<file path="config.mk">
export PLATFORM = sky130hd
export DESIGN_NAME = sseg_scan_ctrl
export DESIGN_NICKNAME = d
export VERILOG_FILES = /design/src/rtl/sseg_scan_ctrl.sv
export SDC_FILE = /design/constraint.sdc
export NUM_CORES = 1
export LEC_CHECK = 0
export ABC_AREA = 0
export BUFFER_PORTS_ARGS = -buffer_cell sky130_fd_sc_hd__buf_2
export CAP_MARGIN = 10
export CORE_UTILIZATION = 51
export DETAILED_ROUTE_END_ITERATION = 8
export PLACE_DENSITY_LB_ADDON = 0.15
export SYNTH_ARGS = -nofsm -noshare
export SYNTH_HDL_FRONTEND = slang
export SYNTH_SLANG_ARGS = --single-unit
export TNS_END_PERCENT = 30
</file>
<file path="constraint.sdc">
create_clock -name clk -period 2.2 [get_ports clk]
set_input_delay 0.11 -clock clk [delete_from_list [all_inputs] [get_ports clk]]
set_output_delay 0.11 -clock clk [all_outputs]
set_load 0.005 [all_outputs]
</file>
<file path="src/rtl/sseg_scan_ctrl.sv">
// rtl/sseg_scan_ctrl.sv - 4-digit seven-segment scan scheduler with frame-aligned double buffering
module sseg_scan_ctrl #(
  parameter int PRESCALE = 25000,
  parameter int BLANK    = 200
) (
  input  logic        clk,
  input  logic        rst,
  input  logic        load_valid,
  output logic        load_ready,
  input  logic [15:0] load_value,
  input  logic [3:0]  load_dp,
  input  logic [3:0]  load_blank,
  input  logic        enable,
  input  logic [3:0]  bright,
  output logic [3:0]  digit,
  output logic        dp_out,
  output logic [3:0]  sseg_an,
  output logic        frame_tick
);

  localparam int PW = (PRESCALE > 1) ? $clog2(PRESCALE) : 1;

  logic [PW-1:0] presc_q, presc_d;
  logic [1:0]    sel_q, sel_d;
  logic [3:0]    pwm_q;

  logic [15:0]   pend_value_q, act_value_q;
  logic [3:0]    pend_dp_q, pend_blank_q, act_dp_q, act_blank_q;
  logic          pend_full_q;

  logic [3:0]    digit_q, digit_d;
  logic          dp_q, dp_d;
  logic [3:0]    an_q, an_d;
  logic          frame_tick_q;

  logic          slot_wrap, frame_end, load_fire, commit, lit;

  // Slot timing, handshake qualification and next output values
  always_comb begin
    slot_wrap = (presc_q == PW'(PRESCALE - 1));
    frame_end = slot_wrap && (sel_q == 2'd3);
    load_fire = load_valid && !pend_full_q;
    commit    = frame_end && pend_full_q;
    presc_d   = slot_wrap ? '0 : presc_q + 1'b1;
    sel_d     = slot_wrap ? sel_q + 2'd1 : sel_q;
    digit_d   = act_value_q[{sel_q, 2'b00} +: 4];
    dp_d      = act_dp_q[sel_q];
    // An anode only lights after the blanking window, when enabled, unmasked and inside the PWM duty
    lit       = (presc_q >= PW'(BLANK)) && enable && !act_blank_q[sel_q] &&
                ((bright == 4'hF) || (pwm_q < bright));
    an_d      = lit ? ~(4'b0001 << sel_q) : 4'b1111;
  end

  assign load_ready = !pend_full_q;
  assign digit      = digit_q;
  assign dp_out     = dp_q;
  assign sseg_an    = an_q;
  assign frame_tick = frame_tick_q;

  // Free-running slot prescaler, digit select and PWM phase
  always_ff @(posedge clk or posedge rst) begin
    if (rst) begin
      presc_q <= '0;
      sel_q   <= 2'd0;
      pwm_q   <= 4'd0;
    end else begin
      presc_q <= presc_d;
      sel_q   <= sel_d;
      pwm_q   <= pwm_q + 4'd1;
    end
  end

  // Pending buffer fills on a handshake and empties only at a frame boundary
  always_ff @(posedge clk or posedge rst) begin
    if (rst) begin
      pend_value_q <= 16'h0000;
      pend_dp_q    <= 4'h0;
      pend_blank_q <= 4'h0;
      pend_full_q  <= 1'b0;
    end else if (load_fire) begin
      pend_value_q <= load_value;
      pend_dp_q    <= load_dp;
      pend_blank_q <= load_blank;
      pend_full_q  <= 1'b1;
    end else if (commit) begin
      pend_full_q  <= 1'b0;
    end
  end

  // Active word changes only at the frame boundary so a frame never mixes words
  always_ff @(posedge clk or posedge rst) begin
    if (rst) begin
      act_value_q <= 16'h0000;
      act_dp_q    <= 4'h0;
      act_blank_q <= 4'h0;
    end else if (commit) begin
      act_value_q <= pend_value_q;
      act_dp_q    <= pend_dp_q;
      act_blank_q <= pend_blank_q;
    end
  end

  // Registered display outputs, one cycle behind the counters
  always_ff @(posedge clk or posedge rst) begin
    if (rst) begin
      digit_q      <= 4'h0;
      dp_q         <= 1'b0;
      an_q         <= 4'b1111;
      frame_tick_q <= 1'b0;
    end else begin
      digit_q      <= digit_d;
      dp_q         <= dp_d;
      an_q         <= an_d;
      frame_tick_q <= commit;
    end
  end

endmodule

</file>
### Word level (Yosys, flattened, before mapping)

Cells that the tools add are included.

| word-level totals | value |
|---|---|
| bits in registers | 80 |
| input bits | 32 |
| output and inout port bits | 11 |
| logic and storage cells | 44 |

| operators by class | value |
|---|---|
| add/subtract/negate cells | 3 |
| order comparisons | 3 |
| equality and inequality tests | 3 |
| shift-type cells | 2 |
| mux-type cells | 8 |
| bitwise gates (word level) | 1 |
| reductions and logical operators | 10 |

Operators by type and width:

| cell | number |
|---|---|
| $shiftx 16x5->4 | 1 |
| $add 15x1->15 const B | 1 |
| $eq 15x15->1 const B | 1 |
| $ge 15x8->1 const B | 1 |
| $mux 15 | 1 |
| $logic_and 1x1->1 | 6 |
| $add 4x1->4 const B | 1 |
| $bmux 1 s2 | 2 |
| $eq 4x4->1 const B | 1 |
| $lt 4x4->1 | 1 |
| $mux 1 | 4 |
| $mux 4 | 1 |
| $not 4->4 | 1 |
| $shl 1x2->4 const A | 1 |
| $lt 2x3->1 const B | 1 |
| $add 2x1->2 const B | 1 |
| $eq 2x2->1 const B | 1 |
| $logic_not 1->1 | 2 |
| $reduce_bool 2->1 | 1 |
| $logic_or 1x1->1 | 1 |

### Depth between registers and ports, before layout

Gate-level depths: netlist of the first run.

| logic depth | value |
|---|---|
| depth in word-level cells | 6 |
| mapped depth | 7 |
| depth with buffers taken out | 6 |

### Worst setup path after synthesis of the first run

OpenSTA, ideal clock, no wires.

| timing | value |
|---|---|
| path type | flip-flop to flip-flop |
| start point | register presc_q[10] |
| end point | register act_value_q[0] |
| setup time | 127 ps |
| arrival time | 2025 ps |
| data required time | 2073 ps |
| path slack | 48 ps |
| cell stages (with the launch flop) | 7 |
| buffers on the path | 2 |
| clock period less this slack | 2152 ps |
| cell sequence | dfrtp_1 -> or4_4 -> nor4_4 -> and3_1 -> buf_4 -> buf_6 -> mux2_1 |

| on the way | value |
|---|---|
| longest elaborated chain between the ends | 3 |

Ends and longest elaborated chain:

| what | RTL line | text |
|---|---|---|
| start, declared | 23 | `logic [PW-1:0] presc_q, presc_d;` |
| start signal, assigned | 67 | `presc_q <= presc_d;` |
| $eq 15x15->1 | 40 | `slot_wrap = (presc_q == PW'(PRESCALE - 1));` |
| $logic_and 1x1->1 | 41 | `frame_end = slot_wrap && (sel_q == 2'd3);` |
| $logic_and 1x1->1 | 43 | `commit = frame_end && pend_full_q;` |
| end signal, assigned | 97 | `act_value_q <= pend_value_q;` |
| end, declared | 27 | `logic [15:0] pend_value_q, act_value_q;` |

No other way between the ends.
A chain may end at the register's enable or synchronous reset.

### Worst setup path in the final report of the first run

| timing | value |
|---|---|
| start point | register presc_q[10] |
| end point | register act_blank_q[1] |

| on the way | value |
|---|---|
| longest elaborated chain between the ends | 3 |

Ends and longest elaborated chain:

| what | RTL line | text |
|---|---|---|
| $eq 15x15->1 | 40 |  |
| $logic_and 1x1->1 | 41 |  |
| $logic_and 1x1->1 | 43 |  |
| end signal, assigned | 99 | `act_blank_q <= pend_blank_q;` |
| end, declared | 28 | `logic [3:0] pend_dp_q, pend_blank_q, act_dp_q, act_blank_q;` |

No other way between the ends.

==> run_results.csv, run 1 <==
group,metric,value,unit
route,antenna_left,0,
clocking,cts_tree,"built",
yosys,synth.top_cell.area_share,56.0,%
final_layout,final_area,4240,µm²
clocking,cts_buffers,9,
route,drt_iter0_markers,102,
yosys,synth.most_common_cell,"dfrtp_1",
setup_path,rr_endpoint,"act_blank_q[1]",
yosys,synth_edf_count,0,
setup_path,slowest_delay,570,ps
yosys,synth-seq-cells,80,
clocking,h-tree-depth,3,
power_and_ir_drop,power.leakage,2.06,nW
floorplan,core-area,6390,µm²
placed_design,place_inst,359,
clocking,cts_root_buffer,"clkbuf_8",
power_and_ir_drop,powerDensity,651,nW/µm²
final_layout,drive_above_1_share,35.5,%
global_route,grt_antenna_before_repair,0,
sta,finalSetupViolCount,0,
worst_hold_path,whs_path_depth,2,
setup_path,worstPathArrival,2350,ps
clocking,post-cts-setup-buffer-count,0,
sta,slew_violations,0,
status,run_status,"finished, final reports clean",
yosys,async_flop_share,100,%
floorplan,row_count,29,
global_route,grt_max_degree,40,
route,dr_total_vias,2128,
floorplan,die_height,83.6,µm
clocking,clock_path_buffers,2,
yosys,synth_largest_area_cell,"dfrtp_1",
placed_design,place_hpwl,3980,µm
final_layout,syn_to_final_growth,24.8,%
setup_path,start_kind,"flop",
route,viasPerCell,5.31,
clocking,clk_latency,350,ps
final_layout,fillCellCount,475,
setup_path,worst-endpoint-required,2430,ps
sta,fin_ws,84.1,ps
placed_design,io_buffers,42,
setup_path,ff2ff_setup_slack,80,ps
yosys,synth_area_leaders,"dfrtp_1 (56%), mux2_2 (9.6%), mux2_1 (6.3%), mux4_2 (4.0%), ha_1 (3.7%)",
sta,rsz0062_at_grt,"false",
yosys,syn-cell-area,3400,µm²
floorplan,ioPinCount,43,
placed_design,dpl_cell_area,3760,µm²
global_route,grt.total_usage,19.4,%
setup_path,cp_max_fo,12,
floorplan,floorplan.initialDensity,53.2,%
setup_path,reg2reg_depth,5,
placed_design,post-place-ws,73.1,ps
floorplan,die_w,83.6,µm
power_and_ir_drop,peakVddDrop,0.000418,V
placed_design,routabilityCongestion,0.805,
setup_path,end_kind,"flop",
sta,fin_worst_skew,10.7,ps
route,drc,0,
worst_hold_path,holdPathEnd,"pend_dp_q[3]",
route,wl_per_cell,15.1,µm
sta,hold_viol,0,
sta,slew_headroom,62.8,%
sta,finalCritPeriodShare,96.2,%
yosys,synth.net_count,282,
global_route,first_global_vias,2172,
final_layout,layout.nets,361,
setup_path,critPathKind,"reg -> reg",
worst_hold_path,worstHoldStart,"load_dp[3]",
floorplan,die_area,6990,µm²
clocking,clk_pin_slew,80,ps
final_layout,final_cells,401,
yosys,synth.distinct_cells,33,
clocking,cts_sinks,80,
worst_hold_path,hold_path.class,"in -> reg",
setup_path,cp_cell_sequence,"or4_4, nor4_4, and3_4, clkbuf_16, mux2_1",
global_route,grt_overflow_total,0,
yosys,avgSynthCellArea,14.1,µm²
sta,setup_tns,0,ps
setup_path,crit_slowest_cell,"or4_4",
flow_run,cap_violations,0,
sta,period_needed,2120,ps
yosys,synthCells,240,
yosys,synthFlopType,"dfrtp_1",
setup_path,rr_startpoint,"presc_q[10]",
route,drt-total-wl,6070,µm
sta,max_freq,473,MHz
route,dr.pass1.iters,4,
yosys,yosysSeqAreaShare,59.1,%
sta,tightest_slew,558,ps
global_route,grt_pass1_wl,10300,µm
power_and_ir_drop,fin_total_pwr,2.76,mW
final_layout,antennaDiodeCount,0,
yosys,synth_common_cells,"dfrtp_1 (76), mux2_2 (29), mux2_1 (19)",
yosys,ys_warn_count,0,
==> registers in the layout, summed over array words and instances (netlist names) <==
register,count
act_value_q,16
presc_q,15
frame_tick,1
act_blank_q,4
sel_q,2
pend_full_q,1
pend_dp_q,4
sseg_an,4
act_dp_q,4
dp_out,1
pwm_q,4
pend_blank_q,4
digit,4
pend_value_q,16
==> layer usage <==
layer | share of wire (%) | vias up | GRT usage (%)
met2 | 49 | 40 | 30.7
met5 | 0 | - | 0
li1 | - | 1009 | -
met4 | 2.1 | 0 | 8.01
met3 | 3.8 | 12 | 6.13
met1 | 45 | 1067 | 25.0
==> cells in the final DEF (no fill, tap or decap), types with 2 or more instances in the layout <==
cell           instances
ha_1                  10
nand4_1                9
mux2_2                29
mux2_1                19
dlygate4sd3_1         25
nand2_1                6
nor2_1                10
dfrtp_1               76
clkinv_4               2
buf_4                  7
inv_1                 10
or2_2                  2
xor2_1                 8
mux4_2                 6
clkinv_2               2
nor4_1                 2
and4_1                 2
xnor2_1                7
clkbuf_8               9
nand3_1                7
and3_1                 4
buf_2                 42
o21ai_0                3
dfstp_2                4
nor3_1                 2
buf_12                 3
==> how the worst max path moves through the flow <==
stage,cells past startpoint,slack [ps],startpoint,endpoint
2_1_floorplan,1,40,rst,act_blank_q[0]
3_3_place_gp,5,100,presc_q[10],act_value_q[14]
3_5_place_dp,5,70,presc_q[10],act_value_q[11]
4_1_cts,5,60,presc_q[10],act_blank_q[3]
5_1_grt,5,20,presc_q[10],act_value_q[4]
6_report,5,80,presc_q[10],act_blank_q[1]
==> report_power, final <==
part           leakage [nW]  switching [mW]  internal [mW]
Clock                0.0968           0.532          0.530
Combinational         0.925          0.0574         0.0923
Sequential             1.04          0.0289           1.52
Total                  2.06           0.618           2.14
==> critical path: cells and delay by family (launching register included) <==
family,cells,cell delay [ps]
AND/OR/NAND/NOR,3,1130
multiplexers,1,320
buffers and inverters,1,170
flip-flops,1,380
==> layout make-up <==
| type | count | area [µm²] | area share (%) |
|---|---|---|---|
| Clock buffer | 10 | 128 | 3.01 |
| Clock inverter | 6 | 68.8 | 1.62 |
| Timing Repair Buffer | 78 | 598 | 14.1 |
| Tap cell | 77 | 96.3 | 2.27 |
| Inverter | 11 | 42.5 | 1.00 |
| Sequential cell | 80 | 2010 | 47.3 |
| Multi-Input combinational cell | 139 | 1300 | 30.6 |
==> stage by stage <==
stage	utilization, %	hold slack (ps)
finish	66.4	15.3
global route	66.4	14.7
CTS	65.9	7.31
detailed placement	58.9	175
global placement	58.9	177
floorplan	-	183
==> cells by family after synthesis <==
group | Yosys count | synth area share (%)
flops | 80 | 59.1
mux | 54 | 19.9
xor+xnor | 15 | 3.87
fa+ha+maj | 10 | 3.68
buf+inv | 21 | 2.87
simple gates | 52 | 8.99
compound gates | 8 | 1.58
==> repair_timing <==
item                                    4_1_cts  5_1_grt
hold endpoints to repair                     52        0
endpoints found under the setup margin        0        6
resized for setup                             0        2
hold buffers                                 25        0
Power figures use the tool's default switching activity.
==> inputs of run 2 (changes only) <==
--- a/config.mk
+++ b/config.mk
@@ -5,10 +5,10 @@
 export SDC_FILE = /design/constraint.sdc
 export NUM_CORES = 1
 export LEC_CHECK = 0
-export ABC_AREA = 0
+export ABC_AREA = 1
 export BUFFER_PORTS_ARGS = -buffer_cell sky130_fd_sc_hd__buf_2
 export CAP_MARGIN = 10
-export CORE_UTILIZATION = 51
+export CORE_UTILIZATION = 52
 export DETAILED_ROUTE_END_ITERATION = 8
 export PLACE_DENSITY_LB_ADDON = 0.15
 export SYNTH_ARGS = -nofsm -noshare
==> run 2 against run 1 <==
Final area up 5.3%; critical path type unchanged; sequential cell count unchanged; largest cell class unchanged; cell count up 39%.
==> run_results.csv, run 2 <==
group,metric,value,unit
yosys,synth.distinct_cells,25,
sta,slew_violations,0,
route,drt-total-wl,7000,µm
yosys,synth_compound_area_share,2.90,%
clocking,cts_resized,0,
yosys,avgSynthCellArea,9.59,µm²
setup_path,critPathKind,"reg -> reg",
setup_path,ff2ff_setup_slack,590,ps
clocking,cts_buffers,9,
sta,setup_tns,0,ps
setup_path,worstPathArrival,1840,ps
yosys,async_flop_share,100,%
yosys,yosysSeqAreaShare,54.8,%
yosys,synthFlopType,"dfrtp_1",
route,viasPerCell,4.95,
yosys,syn-cell-area,3660,µm²
power_and_ir_drop,powerDensity,638,nW/µm²
placed_design,routabilityCongestion,0.881,
setup_path,cp_max_fo,26,
yosys,synth-simple-area-share,22.7,%
final_layout,fillCellCount,558,
sta,rsz0062_at_grt,"false",
route,dr.pass1.iters,4,
yosys,synth_area_leaders,"dfrtp_1 (52%), nand2_1 (9.2%), mux2_2 (7.4%), nand4_1 (4.8%), nor2_1 (4.2%)",
floorplan,ioPinCount,43,
setup_path,reg2reg_depth,8,
global_route,grt_max_degree,43,
final_layout,layout_common_cells,"nand2_1 (90), dfrtp_1 (76), buf_2 (42)",
sta,finalCritPeriodShare,73.2,%
setup_path,crit_slowest_cell,"dfrtp_1",
yosys,synth.net_count,424,
final_layout,antennaDiodeCount,0,
setup_path,end_kind,"flop",
power_and_ir_drop,power.leakage,2.35,nW
global_route,grt.total_usage,21.1,%
final_layout,final_cells,558,
final_layout,multi_input_area,1430,µm²
final_layout,seq_area,2010,µm²
final_layout,top_regs,"act_value_q (16), pend_value_q (16), presc_q (15)",
yosys,synth_xor_xnor_area_share,2.63,%
setup_path,rr_endpoint,"pend_full_q",
route,antenna_left,0,
final_layout,layout.nets,499,
clocking,clk_latency,350,ps
worst_hold_path,hold_path.class,"in -> reg",
yosys,synth.top_cell.area_share,51.9,%
route,wl_per_cell,12.5,µm
route,dr_total_vias,2760,
setup_path,worst-endpoint-required,2430,ps
clocking,cts_sinks,80,
global_route,grt_overflow_total,0,
clocking,post-cts-setup-buffer-count,0,
setup_path,crit_path_end,"pend_full_q",
floorplan,row_count,30,
status,run_status,"finished, final reports clean",
yosys,synthCells,382,
clocking,clock_path_buffers,2,
flow_run,cap_violations,0,
placed_design,place_inst,516,
power_and_ir_drop,peakVddDrop,0.000468,V
clocking,cts_root_buffer,"clkbuf_8",
setup_path,rr_startpoint,"presc_q[0]",
yosys,synth_edf_count,0,
placed_design,io_buffers,42,
worst_hold_path,worstHoldStart,"enable",
yosys,synth.most_common_cell,"nand2_1",
global_route,grt_antenna_before_repair,0,
setup_path,start_kind,"flop",
floorplan,die_area,7380,µm²
sta,period_needed,1610,ps
route,drt_iter0_markers,156,
yosys,synth_fa_ha_area_share,3.42,%
yosys,synth-seq-cells,80,
clocking,clk_pin_slew,70,ps
setup_path,worst-path-stages,8,
floorplan,die_w,85.9,µm
yosys,synth_common_cells,"nand2_1 (90), dfrtp_1 (76), nor2_1 (41)",
yosys,synth_largest_area_cell,"dfrtp_1",
sta,slew_headroom,66.6,%
sta,finalSetupViolCount,0,
sta,max_freq,621,MHz
final_layout,mostFrequentLayoutCell,"nand2_1",
global_route,first_global_vias,2608,
floorplan,core-area,6790,µm²
sta,hold_viol,0,
setup_path,startpoint,"presc_q[0]",
floorplan,die_height,85.9,µm
yosys,synth_top_family_by_area,"simple AND/OR/NAND/NOR gates",
sta,fin_worst_skew,11.5,ps
final_layout,fin_util,65.7,%
setup_path,cp_top_family,"simple AND/OR/NAND/NOR gates",
setup_path,slowest_delay,410,ps
yosys,ys_warn_count,0,
placed_design,place_hpwl,4770,µm
sta,hold_ws,130,ps
setup_path,cp.buffers_inverters,2,
final_layout,syn_to_final_growth,21.8,%
sta,tightest_slew,498,ps
final_layout,drive_above_1_share,21.2,%
floorplan,floorplan.initialDensity,53.9,%
yosys,synthMuxAreaShare,7.38,%
setup_path,cp_cell_sequence,"ha_1, nand2_1, inv_1, nand2_1, nor2_4, nand3_4, o21ai_0, inv_1",
global_route,grt_pass1_wl,12100,µm
clocking,h-tree-depth,3,
clocking,cts_tree,"built",
route,drc,0,
==> run 2: changes by cell type in the layout (fill, tap and decap cells not counted), moves of 5 or more <==
| cell | previous run | this run |
|---|---|---|
| nand2_1 | 6 | 90 |
| nor2_1 | 10 | 41 |
| inv_1 | 10 | 37 |
| mux2_1 | 19 | 0 |
| nand4_1 | 9 | 28 |
| nand3_1 | 7 | 19 |
| o21ai_0 | 3 | 12 |
| mux4_2 | 6 | 0 |
| xnor2_1 | 7 | 1 |
| mux2_2 | 29 | 24 |
| o22ai_1 | 0 | 5 |
==> run 2: final cells by class <==
class / instances / area share (%)
repair buffers: 76 / 12.2
inverters: 40 / 3.37
well taps: 96 / 2.69
clock buffers: 11 / 2.94
clock inverters: 5 / 1.82
flip-flops and latches: 80 / 45.0
multi-input cells: 250 / 32.0
==> run 2: routing by layer <==
metal | share of wire [%] | up-vias | global-route usage, % | routed length, µm
met3 | 3.3 | 13 | 4.52 | 230
met1 | 48 | 1291 | 28.7 | 3380
li1 | - | 1397 | - | -
met4 | 1.4 | 0 | 7.58 | 98
met5 | 0 | - | 0 | 0
met2 | 47 | 59 | 33.5 | 3290
==> run 2: worst min-delay path by stage <==
| stage | to | slack [ps] | depth (start not counted) |
|---|---|---|---|
| 5_1_grt | sseg_an[2] | 160 | 4 |
| 2_1_floorplan | pend_full_q | 240 | 2 |
| 4_1_cts | sseg_an[1] | 110 | 4 |
| 6_report | sseg_an[1] | 130 | 4 |
| 3_5_place_dp | frame_tick | 100 | 2 |
| 3_3_place_gp | frame_tick | 90 | 2 |
==> run 2: per-stage QoR <==
step                instance area, µm²  power [mW]  setup slack (ps)
global route                      4460        2.96               455
floorplan                         3660        1.64              44.9
detailed placement                3990        1.70               612
finish                            4460        2.85               589
CTS                               4460        2.88               599
global placement                  3990        1.69               667
==> run 2: worst register-to-register path, delay by kind of cell, from the launching register on <==
family	cells	cell delay (ps)
adders and majority gates	1	190
DFF	1	410
AOI/OAI and AO/OA	1	180
and+or+nand+nor	4	580
buffers and inverters	2	130
==> run 2: cells by family after synthesis <==
| logic type | Yosys count |
|---|---|
| xor+xnor | 11 |
| simple gates | 185 |
| compound gates | 20 |
| fa+ha+maj | 10 |
| mux | 24 |
| flops | 80 |
| buf+inv | 52 |
==> run 2: report_power, final <==
group | switching (mW) | internal, mW | leakage [nW]
Combinational | 0.0583 | 0.0925 | 1.20
Sequential | 0.0294 | 1.52 | 1.04
Clock | 0.505 | 0.640 | 0.104
Total | 0.593 | 2.25 | 2.35
==> run 2: what timing repair did <==
action,4_1_cts,5_1_grt
hold buffers,26,0
endpoints found under the setup margin,0,0
hold endpoints to repair,35,0
